File: config.mk
export PLATFORM = sky130hd
export DESIGN_NAME = sync_excitation_tracker
export DESIGN_NICKNAME = d
export VERILOG_FILES = /design/src/rtl/sync_model_pkg.sv /design/src/rtl/sync_signal_cell.sv /design/src/rtl/sync_excitation_tracker.sv
export SDC_FILE = /design/constraint.sdc
export NUM_CORES = 1
export LEC_CHECK = 0
export ABC_AREA = 0
export BUFFER_PORTS_ARGS = -buffer_cell sky130_fd_sc_hd__buf_2
export CAP_MARGIN = 20
export CORE_ASPECT_RATIO = 1.5
export CORE_MARGIN = 1
export CORE_UTILIZATION = 56
export CTS_CLUSTER_DIAMETER = 200
export DETAILED_ROUTE_END_ITERATION = 10
export PLACE_DENSITY = 0.85
export SETUP_SLACK_MARGIN = 0.05
export SYNTH_ARGS = -nofsm -noshare
export SYNTH_HDL_FRONTEND = slang
export SYNTH_SLANG_ARGS = --single-unit
File: constraint.sdc
create_clock -name clk -period 7.3 [get_ports clk]
set_clock_uncertainty 0.1 [all_clocks]
set_input_delay 0.365 -clock clk [delete_from_list [all_inputs] [get_ports clk]]
set_output_delay 0.365 -clock clk [all_outputs]
set_load 0.01 [all_outputs]
File: src/rtl/sync_model_pkg.sv
// Shared types and helpers for the synchronous excitation-tracking core.
//   sig_kind_e : role of a tracked signal (circuit input, gate output, latch output)
//   fire_idle  : fire-index code that requests no transition for an N-signal core
//   popcount   : number of set bits in a vector of up to MaxSig bits
package sync_model_pkg;

  typedef enum logic [1:0] {SIG_INPUT, SIG_GATE, SIG_LATCH} sig_kind_e;

  localparam int unsigned MaxSig = 64;

  function automatic int unsigned fire_idle(input int unsigned n);
    return n;
  endfunction

  function automatic int unsigned popcount(input logic [MaxSig-1:0] v);
    int unsigned c;
    c = 0;
    for (int i = 0; i < int'(MaxSig); i++) begin
      c += {31'b0, v[i]};
    end
    return c;
  endfunction

endpackage

File: src/rtl/sync_signal_cell.sv
// One tracked signal: value flop with enable plus its hazard-arm flop.
//   clk, reset : clock, asynchronous active-high reset
//   ena, d     : load d into the value flop when ena is high
//   arm_d, clr : next arm state; clr forces arm low (synchronous)
//   q, arm     : current value and arm state
module sync_signal_cell #(
  parameter logic INIT_VAL = 1'b0
) (
  input  logic clk,
  input  logic reset,
  input  logic ena,
  input  logic d,
  input  logic arm_d,
  input  logic clr,
  output logic q,
  output logic arm
);

  logic q_q;
  logic arm_q;

  always_ff @(posedge clk or posedge reset) begin
    if (reset) begin
      q_q <= INIT_VAL;
    end else if (ena) begin
      q_q <= d;
    end
  end

  always_ff @(posedge clk or posedge reset) begin
    if (reset) begin
      arm_q <= 1'b0;
    end else if (clr) begin
      arm_q <= 1'b0;
    end else begin
      arm_q <= arm_d;
    end
  end

  assign q   = q_q;
  assign arm = arm_q;

endmodule

File: src/rtl/sync_excitation_tracker.sv
// State core for synchronous models of asynchronous circuits. Holds every signal value,
// derives excitation against the gate network, applies fire commands and monitors the run.
//   clk, reset  : clock, asynchronous active-high reset
//   fire        : index to fire (MULTI_FIRE=0), >= N_SIG is idle
//   fire_mask   : signals to fire (MULTI_FIRE=1)
//   precap      : next values from the gate/latch network (input bits ignored)
//   in_en       : environment permits input i to toggle
//   clr_flags   : synchronous clear of hazard, deadlock, counter, arm and quiet state
//   q, excited  : signal values and combinational excitation
//   hazard, hazard_idx, illegal, deadlock, tcount : run monitors
module sync_excitation_tracker
  import sync_model_pkg::*;
#(
  parameter int unsigned       N_SIG      = 8,
  parameter int unsigned       N_IN       = 2,
  parameter logic [N_SIG-1:0]  INIT       = '0,
  parameter bit                MULTI_FIRE = 1'b0,
  parameter int unsigned       DL_CYCLES  = 4,
  parameter int unsigned       CNT_W      = 16,
  localparam int unsigned      FireW      = $clog2(N_SIG + 1),
  localparam int unsigned      IdxW       = $clog2(N_SIG)
) (
  input  logic              clk,
  input  logic              reset,
  input  logic [FireW-1:0]  fire,
  input  logic [N_SIG-1:0]  fire_mask,
  input  logic [N_SIG-1:0]  precap,
  input  logic [N_IN-1:0]   in_en,
  input  logic              clr_flags,
  output logic [N_SIG-1:0]  q,
  output logic [N_SIG-1:0]  excited,
  output logic              hazard,
  output logic [IdxW-1:0]   hazard_idx,
  output logic              illegal,
  output logic              deadlock,
  output logic [CNT_W-1:0]  tcount
);

  localparam int unsigned      QuietW   = $clog2(DL_CYCLES + 1);
  localparam int unsigned      PopW     = $clog2(N_SIG + 1);
  localparam int unsigned      SumW     = CNT_W + PopW;
  localparam logic [N_SIG-1:0] GateMask = {N_SIG{1'b1}} << N_IN;

  logic [N_SIG-1:0] q_w, nxt, en_full, req, req_idx, hit, arm, haz_vec;
  logic [IdxW-1:0]  haz_first;
  logic [PopW-1:0]  pop;
  logic [SumW-1:0]  sum;

  logic              hazard_q, hazard_d;
  logic [IdxW-1:0]   hazard_idx_q, hazard_idx_d;
  logic              illegal_q, illegal_d;
  logic              deadlock_q, deadlock_d;
  logic [CNT_W-1:0]  tcount_q, tcount_d;
  logic [QuietW-1:0] quiet_q, quiet_d;

  // Inputs toggle freely; gates/latches follow the network.
  assign nxt     = (precap & GateMask) | (~q_w & ~GateMask);
  assign en_full = {{(N_SIG - N_IN){1'b1}}, in_en};
  assign excited = (nxt ^ q_w) & en_full;

  always_comb begin
    req_idx = '0;
    for (int unsigned i = 0; i < fire_idle(N_SIG); i++) begin
      if (fire == FireW'(i)) req_idx[i] = 1'b1;
    end
  end

  assign req = MULTI_FIRE ? fire_mask : req_idx;
  assign hit = req & excited;

  for (genvar g = 0; g < int'(N_SIG); g++) begin : g_cell
    localparam sig_kind_e Kind = (g < int'(N_IN)) ? SIG_INPUT : SIG_GATE;
    sync_signal_cell #(
      .INIT_VAL (INIT[g])
    ) u_cell (
      .clk   (clk),
      .reset (reset),
      .ena   (hit[g]),
      .d     (nxt[g]),
      .arm_d ((Kind != SIG_INPUT) & excited[g] & ~hit[g]),
      .clr   (clr_flags),
      .q     (q_w[g]),
      .arm   (arm[g])
    );
  end

  // A signal armed last cycle that is no longer excited was withdrawn without firing.
  assign haz_vec = arm & ~excited;

  always_comb begin
    haz_first = '0;
    for (int i = int'(N_SIG) - 1; i >= 0; i--) begin
      if (haz_vec[i]) haz_first = IdxW'(i);
    end
  end

  assign pop = PopW'(popcount(MaxSig'(hit)));
  assign sum = SumW'(tcount_q) + SumW'(pop);

  always_comb begin
    illegal_d    = |(req & ~excited);
    hazard_d     = hazard_q | (|haz_vec);
    hazard_idx_d = (!hazard_q && (|haz_vec)) ? haz_first : hazard_idx_q;
    tcount_d     = (|sum[SumW-1:CNT_W]) ? {CNT_W{1'b1}} : sum[CNT_W-1:0];
    quiet_d      = '0;
    if (excited == '0) begin
      quiet_d = (quiet_q == QuietW'(DL_CYCLES)) ? quiet_q : quiet_q + QuietW'(1);
    end
    deadlock_d   = deadlock_q | (quiet_d == QuietW'(DL_CYCLES));
    if (clr_flags) begin
      hazard_d     = 1'b0;
      hazard_idx_d = '0;
      tcount_d     = '0;
      quiet_d      = '0;
      deadlock_d   = 1'b0;
    end
  end

  always_ff @(posedge clk or posedge reset) begin
    if (reset) begin
      hazard_q     <= 1'b0;
      hazard_idx_q <= '0;
      illegal_q    <= 1'b0;
      deadlock_q   <= 1'b0;
      tcount_q     <= '0;
      quiet_q      <= '0;
    end else begin
      hazard_q     <= hazard_d;
      hazard_idx_q <= hazard_idx_d;
      illegal_q    <= illegal_d;
      deadlock_q   <= deadlock_d;
      tcount_q     <= tcount_d;
      quiet_q      <= quiet_d;
    end
  end

  assign q          = q_w;
  assign hazard     = hazard_q;
  assign hazard_idx = hazard_idx_q;
  assign illegal    = illegal_q;
  assign deadlock   = deadlock_q;
  assign tcount     = tcount_q;

endmodule

* Word-level counts from Yosys, hierarchy flattened
Cells that the tools add are included.
** Word-level totals
- Bits in registers :: 39
- Bits in latches :: 0
- RAM bits :: 0
- Memory bits (read-only) :: 0
- Input port bits :: 25
- Output and inout bits :: 38
- Logic and storage cells :: 99
- Memories :: 0
** Operators by class
- Add/sub/neg operators :: 9
- $mul :: 0
- Divide/modulo/power cells :: 0
- Magnitude comparators :: 0
- Eq/ne operators :: 9
- Shifts and indexed selects :: 0
- Mux-type cells :: 31
- Bitwise gates (word level) :: 22
- Reductions and logical operators :: 8
** Operators with widths (count)
- 2-to-1 mux 3 bit :: 13
- bitwise AND 8 bit :: 4
- 2-to-1 mux 16 bit :: 2
- adder 16 x 4 -> 17 bit :: 1
- adder 4 x 1 -> 4 bit :: 4
- equality test 4 x 3 -> 1 bit, second input constant :: 4
- 2-to-1 mux 1 bit :: 16
- OR reduction 8 bit :: 2
- equality test 4 x 2 -> 1 bit, second input constant :: 2
- logical NOT 8 bit :: 1
- inverter 8 bit :: 1
- bitwise OR 8 x 2 -> 8 bit :: 1
- XOR 8 bit :: 1
- bitwise AND 1 bit :: 6
- equality test 3 bit, second input constant :: 2
- inverter 1 bit :: 6
- adder 3 x 1 -> 4 bit :: 1
- equality test 4 x 1 -> 1 bit, second input constant :: 1
- logical NOT 4 bit :: 1
- OR reduction 4 bit :: 1
- adder 2 x 1 -> 3 bit :: 1
- adder 3 x 1 -> 3 bit, second input constant :: 1
- adder 1 x 1 -> 2 bit :: 1
- inverter 2 bit :: 1
- other kinds (4) :: 5

* Logic depth before layout (Yosys ltp)
- Word-level depth :: 16
- Mapped depth :: 16
- Mapped depth without buffers :: 14

* Cells and area by module
A second synthesis with hierarchy kept.
** Unflattened totals
- Cell total of the unflattened synthesis :: 246
- Area, all modules :: 2473.6 sq um
** By module, submodules not included
- sync_excitation_tracker :: times used 1, cells each 206, area an instance 1873.0 sq um, sequential area each 625.6 sq um
- sync_signal_cell :: times used 8, cells each 5, area an instance 75.1 sq um, sequential area each 50.0 sq um

* Worst setup path after synthesis
OpenSTA, ideal clock, no wires.
- Path kind :: input port to flip-flop
- Start :: in fire[1]
- End :: reg tcount_q[15] (netlist: tcount[15])
- Setup time :: 0.120 ns
- Arrival time :: 4.073 ns
- Required time :: 7.080 ns
- Slack :: 3.007 ns
- Stages :: 15
- Path buffers :: 1
- Cells stage by stage :: clkbuf_1 > nand2b_1 > nor4_1 > fa_1 > inv_1 > fa_1 > fa_1 > fa_1 > inv_1 > fa_1 > a211o_1 > o211ai_1 > nand2_1 > or4_1 > o211a_1
** On the way
- Elaborated cells on any way between the ends :: 28
- Those cells by class :: add/sub (8); eq/ne (7); mux (10); bitwise (1); reduce/logical (2)
** RTL lines
- from (decl) :: RTL line sync_excitation_tracker.sv:25 : input logic [FireW-1:0] fire,
- equality test 4 x 2 -> 1 bit (*) :: RTL line sync_excitation_tracker.sv:64 : if (fire == FireW'(i)) req_idx[i] = 1'b1;
- 2-to-1 mux 1 bit (*) :: RTL line sync_excitation_tracker.sv:64
- bitwise AND 8 bit (*) :: RTL line sync_excitation_tracker.sv:69 : assign hit = req & excited;
- named net g_cell[2].u_cell.ena :: RTL line sync_signal_cell.sv:11 : input logic ena,
- adder 2 x 1 -> 3 bit (*) :: RTL line sync_model_pkg.sv:19 : c += {31'b0, v[i]};
- adder 3 x 1 -> 4 bit (*) :: RTL line sync_model_pkg.sv:19
- adder 4 x 1 -> 4 bit (*) (4 in a row) :: RTL line sync_model_pkg.sv:19
- adder 16 x 4 -> 17 bit (*) :: RTL line sync_excitation_tracker.sv:98 : assign sum = SumW'(tcount_q) + SumW'(pop);
- OR reduction 4 bit :: RTL line sync_excitation_tracker.sv:104 : tcount_d = (|sum[SumW-1:CNT_W]) ? {CNT_W{1'b1}} : sum[CNT_W-1:0];
- 2-to-1 mux 16 bit (*) :: RTL line sync_excitation_tracker.sv:104
- 2-to-1 mux 16 bit (*) :: RTL line sync_excitation_tracker.sv:110 : if (clr_flags) begin
- named net tcount_d[15] :: RTL line sync_excitation_tracker.sv:53 : logic [CNT_W-1:0] tcount_q, tcount_d;
- to (signal assigned) :: RTL line sync_excitation_tracker.sv:132 : tcount_q <= tcount_d;
- to (decl) :: RTL line sync_excitation_tracker.sv:53
Mark *: on every way through the listed nets, which the timed path passes. The rest lies on a longest branch.
A chain may end at the register's enable or synchronous reset.

* Final worst setup path
- Start :: reg g_cell[2].u_cell.q_q
- End :: reg tcount_q[15] (netlist: tcount[15])
** On the way
- Word-level cells in the longest chain between the ends :: 13
** Ends and longest elaborated chain
- from (decl) :: RTL line sync_signal_cell.sv:19 : logic q_q;
- from (signal assigned) :: RTL line sync_signal_cell.sv:24 : q_q <= INIT_VAL;
- from (signal assigned) :: RTL line sync_signal_cell.sv:26 : q_q <= d;
- XOR 8 bit (*) :: RTL line sync_excitation_tracker.sv:59 : assign excited = (nxt ^ q_w) & en_full;
- bitwise AND 8 bit (*) :: RTL line sync_excitation_tracker.sv:59
- bitwise AND 8 bit (*) :: RTL line sync_excitation_tracker.sv:69
- named net g_cell[2].u_cell.ena :: RTL line sync_signal_cell.sv:11
- adder 2 x 1 -> 3 bit (*) :: RTL line sync_model_pkg.sv:19
- adder 3 x 1 -> 4 bit (*) :: RTL line sync_model_pkg.sv:19
- adder 4 x 1 -> 4 bit (*) (4 in a row) :: RTL line sync_model_pkg.sv:19
- adder 16 x 4 -> 17 bit (*) :: RTL line sync_excitation_tracker.sv:98
- OR reduction 4 bit :: RTL line sync_excitation_tracker.sv:104
- 2-to-1 mux 16 bit (*) :: RTL line sync_excitation_tracker.sv:104
- 2-to-1 mux 16 bit (*) :: RTL line sync_excitation_tracker.sv:110
- named net tcount_d[15] :: RTL line sync_excitation_tracker.sv:53
Marked as above.

==> results.md <==
Timing:
- Setup repair after global routing left no endpoint under its margin.
- The achievable frequency is 216 MHz.
- The max-slew violation count is 0.
- The final critical path takes up between 60 and 70% of the cycle.
- At the pin with the least slew margin, the transition time is about 0.6 ns.
- The final setup TNS is 0 ns.
- Setup violations remaining at the end of the flow were counted as 0.
- The number of hold violations in the final report is 0.
- The smallest clock period supported by the final layout is computed as about 4.6 ns.
- The relative slew slack is between 60% and 70%.

Placement:
- The last weighted congestion value of the routability-driven placer is approximately 0.86.
- The instance area at placement is between 2000 and 3000 um2.
- The count of buffers added on input and output ports is between 50 and 60.
- Detailed placement finished with a half-perimeter wire length of ~3.6 mm.

Clock network:
- The maximum level of the CTS H-tree is 2.
- The hold buffer count at cts is 0.
- The number of buffers added by the clock tree synthesis step is 5.
- The clock reaches the later pin of the worst-skew pair after ~0.30 ns.
- After clock tree synthesis, the repair step resized 0 gates.
- The clock sink count is 39.
- The cell sitting at the root of the clock tree is a clkbuf_8.
- The post-CTS setup repair buffer count is 0.
- The clock passes through at most 2 buffers.
- The clock tree from TritonCTS is done.
- Clock-pin slew was measured on the worst setup and hold paths at 0.08 ns.

Floorplan:
- The floorplan has 28 rows.
- The core footprint is 3920 um2.
- The initial utilization of the core area, before any placement, comes to between 50% and 60%.
- From bottom edge to top edge, the die measures about 80 um.
- The floorplan step defined a die boundary enclosing 4330 um2.
- The I/O pin count is 63.
- The die is around 54 um wide.

Yosys:
- The register bit count reported by yosys is 39.
- The dominant synthesized flop cell is dfrtp_1.
- After synthesis, the cell types taking the most area are dfrtp_1, xnor2_1, fa_1.
- The dominant combinational cell family by area after synthesis is simple AND/OR/NAND/NOR gates.
- The async set-reset flop share out of synthesis is 100%.
- Measured against the total synthesized area, the mux share comes to between 2 and 3%.
- The post-synthesis area per instance is 9.99 um2.
- After synthesis, flip-flops and latches occupy between 40% and 50% of the total area.
- The share of the synthesized area in the top cell type is 42.9%.
- The total nets after synthesis is between 200 and 300.
- The synthesized netlist devotes 6.92% of its cell area to XOR and XNOR gates.
- The number of flops mapped to enable cells by yosys is 0.
- After technology mapping, the gate count stands at ~230.
- The area share of and/or/nand/nor cells after synthesis is 17.4%.
- For this run, the number of Yosys warnings is 0.
- The synthesized netlist devotes 13.9% of its cell area to compound gates.
- The area of the mapped netlist is 2280 um2.
- The post-synthesis share of cell area spent on full adders, half adders and majority gates is under 10%.
- The count of unique library cells instantiated by Yosys is 48.
- Summed over all instances, the cell type with the most area after synthesis is dfrtp_1.

Finish:
- Fill cells in the final layout number around 340.
- Relative to the synthesized area, the layout overhead comes to 14.8%.
- The final layout contains a little over 300 nets.
- The antenna diode count is 0.
- The post-route standard cell area excluding fillers is between 2000 and 3000 um2.
- The fraction of layout cells with a size suffix above 1 is ~27%.

GRT:
- The number of global-route vias before repair is roughly 1800.
- The first-pass GRT wire length is 7.79 mm.
- The overall global routing resource usage is around a quarter.
- Entering global routing, the biggest net connects 40 pins.
- The sum of overflow across all layers after global routing is 0.
- The initial antenna violation count was 0.

Power and ir drop:
- The switching share of power is between 30% and 40%.
- The maximum vdd ir drop is between 0.15 and 0.2 mV.
- The internal power of the cells is 404 uW.
- The analysis attributes to net switching a power of around 190 uW.
- Summed over all cells, the static leakage comes to between 1 and 1.5 nW.
- Registers are responsible for 44.0% of the overall power.
- The clock share of power is 30.7%.
- The cell area power density is 227 nW/um2.
- The combinational group share of total power is 25.3%.
- The overall power consumption is 592 uW.

Route:
- The detailed-route wire length is roughly 4.8 mm.
- The number of vias per cell is 5.75.
- The count of routing violations after the opening detailed-route iteration is between 40 and 50.
- In the final routed layout, each cell accounts on average for roughly 15 um.
- The pre-antenna-repair detailed-routing pass consisted of 4 iterations.
- The number of nets with antenna violations after routing is 0.
- The total via count after detailed routing is 1829.
- For this run, design rule violations remaining after detail routing come to 0.

Critical path:
- The required arrival time at the worst endpoint is approximately 7.4 ns.
- The endpoint of the worst register-to-register path is tcount[15].
- The worst setup path is launched from a flop.
- The end point of the critical path is tcount[15].
- The worst register-to-register path has a depth of 14.
- The largest single stage delay on the critical path is roughly 0.52 ns.
- The maximum fanout along the worst path is 6.
- The reg-to-reg critical path startpoint is g_cell[2].u_cell.q.
- Tracing the worst setup path back leads to its startpoint at g_cell[2].u_cell.q.
- The category of the critical setup timing path is reg -> reg.
- The signal on the critical path passes through xnor2_1 > nor4_1 > fa_1 > inv_1 > fa_1 > fa_1 > fa_1 > inv_1 > fa_1 > a211o_1 > o211ai_1 > nand2_1 > or4_1 > o211a_1.
- The critical path's most frequent cell is fa_1.
- The worst-case register-to-register setup slack is 2.67 ns.
- The slowest cell on the critical path is fa_1.
- The critical path capture point type is a flop.
- For the worst setup path, the data arrival time is ~4.7 ns.

Status:
- The run finished with clean final reports.

Run:
- The tool flagged a number of max-cap violations equal to 0.

Min path:
- The classification of the worst-slack hold path is in -> async.
[kinds of logic after synthesis]
kind of cell    Yosys count
compound gates           46
mux                       6
xor+xnor                 18
fa+ha+maj                13
flops                    39
simple gates             73
buf+inv                  33
[cell usage in the layout (no fill, tap or decap), types with 2 or more instances in the layout]
| cell | synthesis | layout |
|---|---|---|
| a211o_1 | 2 | 2 |
| a211oi_1 | 2 | 2 |
| a21oi_1 | 13 | 13 |
| a22oi_1 | 4 | 4 |
| a31oi_1 | 5 | 5 |
| and2_1 | 2 | 2 |
| and3_1 | 2 | 2 |
| buf_2 | 2 | 52 |
| clkbuf_8 | 0 | 5 |
| dfrtp_1 | 39 | 39 |
| fa_1 | 5 | 5 |
| ha_1 | 8 | 8 |
| inv_1 | 17 | 17 |
| mux2_2 | 6 | 6 |
| nand2_1 | 21 | 21 |
| nand2b_1 | 3 | 3 |
| nand3_1 | 6 | 6 |
| nor2_1 | 11 | 11 |
| nor2b_1 | 2 | 2 |
| nor3_1 | 12 | 12 |
| o211a_1 | 2 | 2 |
| o211ai_1 | 3 | 3 |
| o21ai_0 | 5 | 5 |
| o31ai_1 | 2 | 2 |
| or4_1 | 2 | 2 |
| xnor2_1 | 15 | 15 |
| xor2_1 | 3 | 3 |
[layer usage]
metal | global-route usage, % | share of wire, % | up-vias
met5 | 0 | 0 | -
met4 | 15.1 | 4.0 | 0
met3 | 5.30 | 4.7 | 17
met2 | 44.4 | 53 | 62
met1 | 26.0 | 39 | 870
li1 | - | - | 880
[cell usage after synthesis, drive strengths merged (2+ instances only)]
cell     n
ha       8
and2     2
buf     12
fa       5
nor2b    2
nand3    7
o211ai   3
a31oi    5
xor2     3
a22oi    4
xnor2   15
nor4     2
mux2     6
or4      2
nand2b   3
nor2    12
inv     17
and3     2
o21ai    5
nand2   21
a21oi   13
nand4    2
o31ai    2
a211o    2
a211oi   2
nor3    12
clkbuf   4
o211a    2
dfrtp   39
[stage by stage]
stage / setup WS [ns] / util, % / cells / hold WS, ns
2_1_floorplan: 3.01 / - / 228 / 0.343
3_3_place_gp: 2.67 / 63.7 / 310 / 0.367
3_5_place_dp: 2.66 / 63.7 / 310 / 0.363
4_1_cts: 2.70 / 66.6 / 318 / 0.0901
5_1_grt: 2.41 / 66.6 / 318 / 0.122
6_report: 2.67 / 66.6 / 318 / 0.0695
[registers in the layout, indices dropped and copies added (netlist names)]
name,cells
hazard,1
g_cell.u_cell.q,8
hazard_idx,3
deadlock,1
tcount,16
g_cell.u_cell.arm,6
illegal,1
quiet_q,3
[power by group through the flow]
stage	sequential [mW]	combinational, mW	clock, mW
after floorplan	0.265	0.109	0
after global placement	0.264	0.144	0
after detailed placement	0.265	0.148	0
after CTS	0.260	0.150	0.187
after global routing	0.264	0.166	0.192
final	0.261	0.150	0.182
[worst max-delay path: cells and delay by family, from the launching register on]
kind | cells | cell delay, ns
flip-flops | 1 | 0.40
XOR/XNOR | 1 | 0.50
AO/OA/AOI/OAI | 3 | 0.71
AND/OR/NAND/NOR | 3 | 0.62
adder cells (fa/ha/maj) | 5 | 2.08
buffers and inverters | 2 | 0.10
[final cells by class]
type / count / area (um2) / area share (%)
Inverter: 17 / 63.8 / 2.44
Multi-Input combinational cell: 156 / 1140 / 43.5
Clock buffer: 5 / 68.8 / 2.63
Tap cell: 45 / 56.3 / 2.15
Timing Repair Buffer: 53 / 268 / 10.2
Clock inverter: 3 / 43.8 / 1.68
Sequential cell: 39 / 976 / 37.3
[worst min path at each step]
stage               slack (ns)                  to  cells past startpoint               start
floorplan                 0.34  g_cell[0].u_cell.q                      1  g_cell[0].u_cell.q
global placement          0.37  g_cell[1].u_cell.q                      1  g_cell[1].u_cell.q
detailed placement        0.36  g_cell[1].u_cell.q                      1  g_cell[1].u_cell.q
CTS                       0.09  g_cell[1].u_cell.q                      3               reset
global route              0.12           tcount[0]                      3               reset
finish                    0.07           tcount[8]                      3               reset
Power figures use the tool's default switching activity.
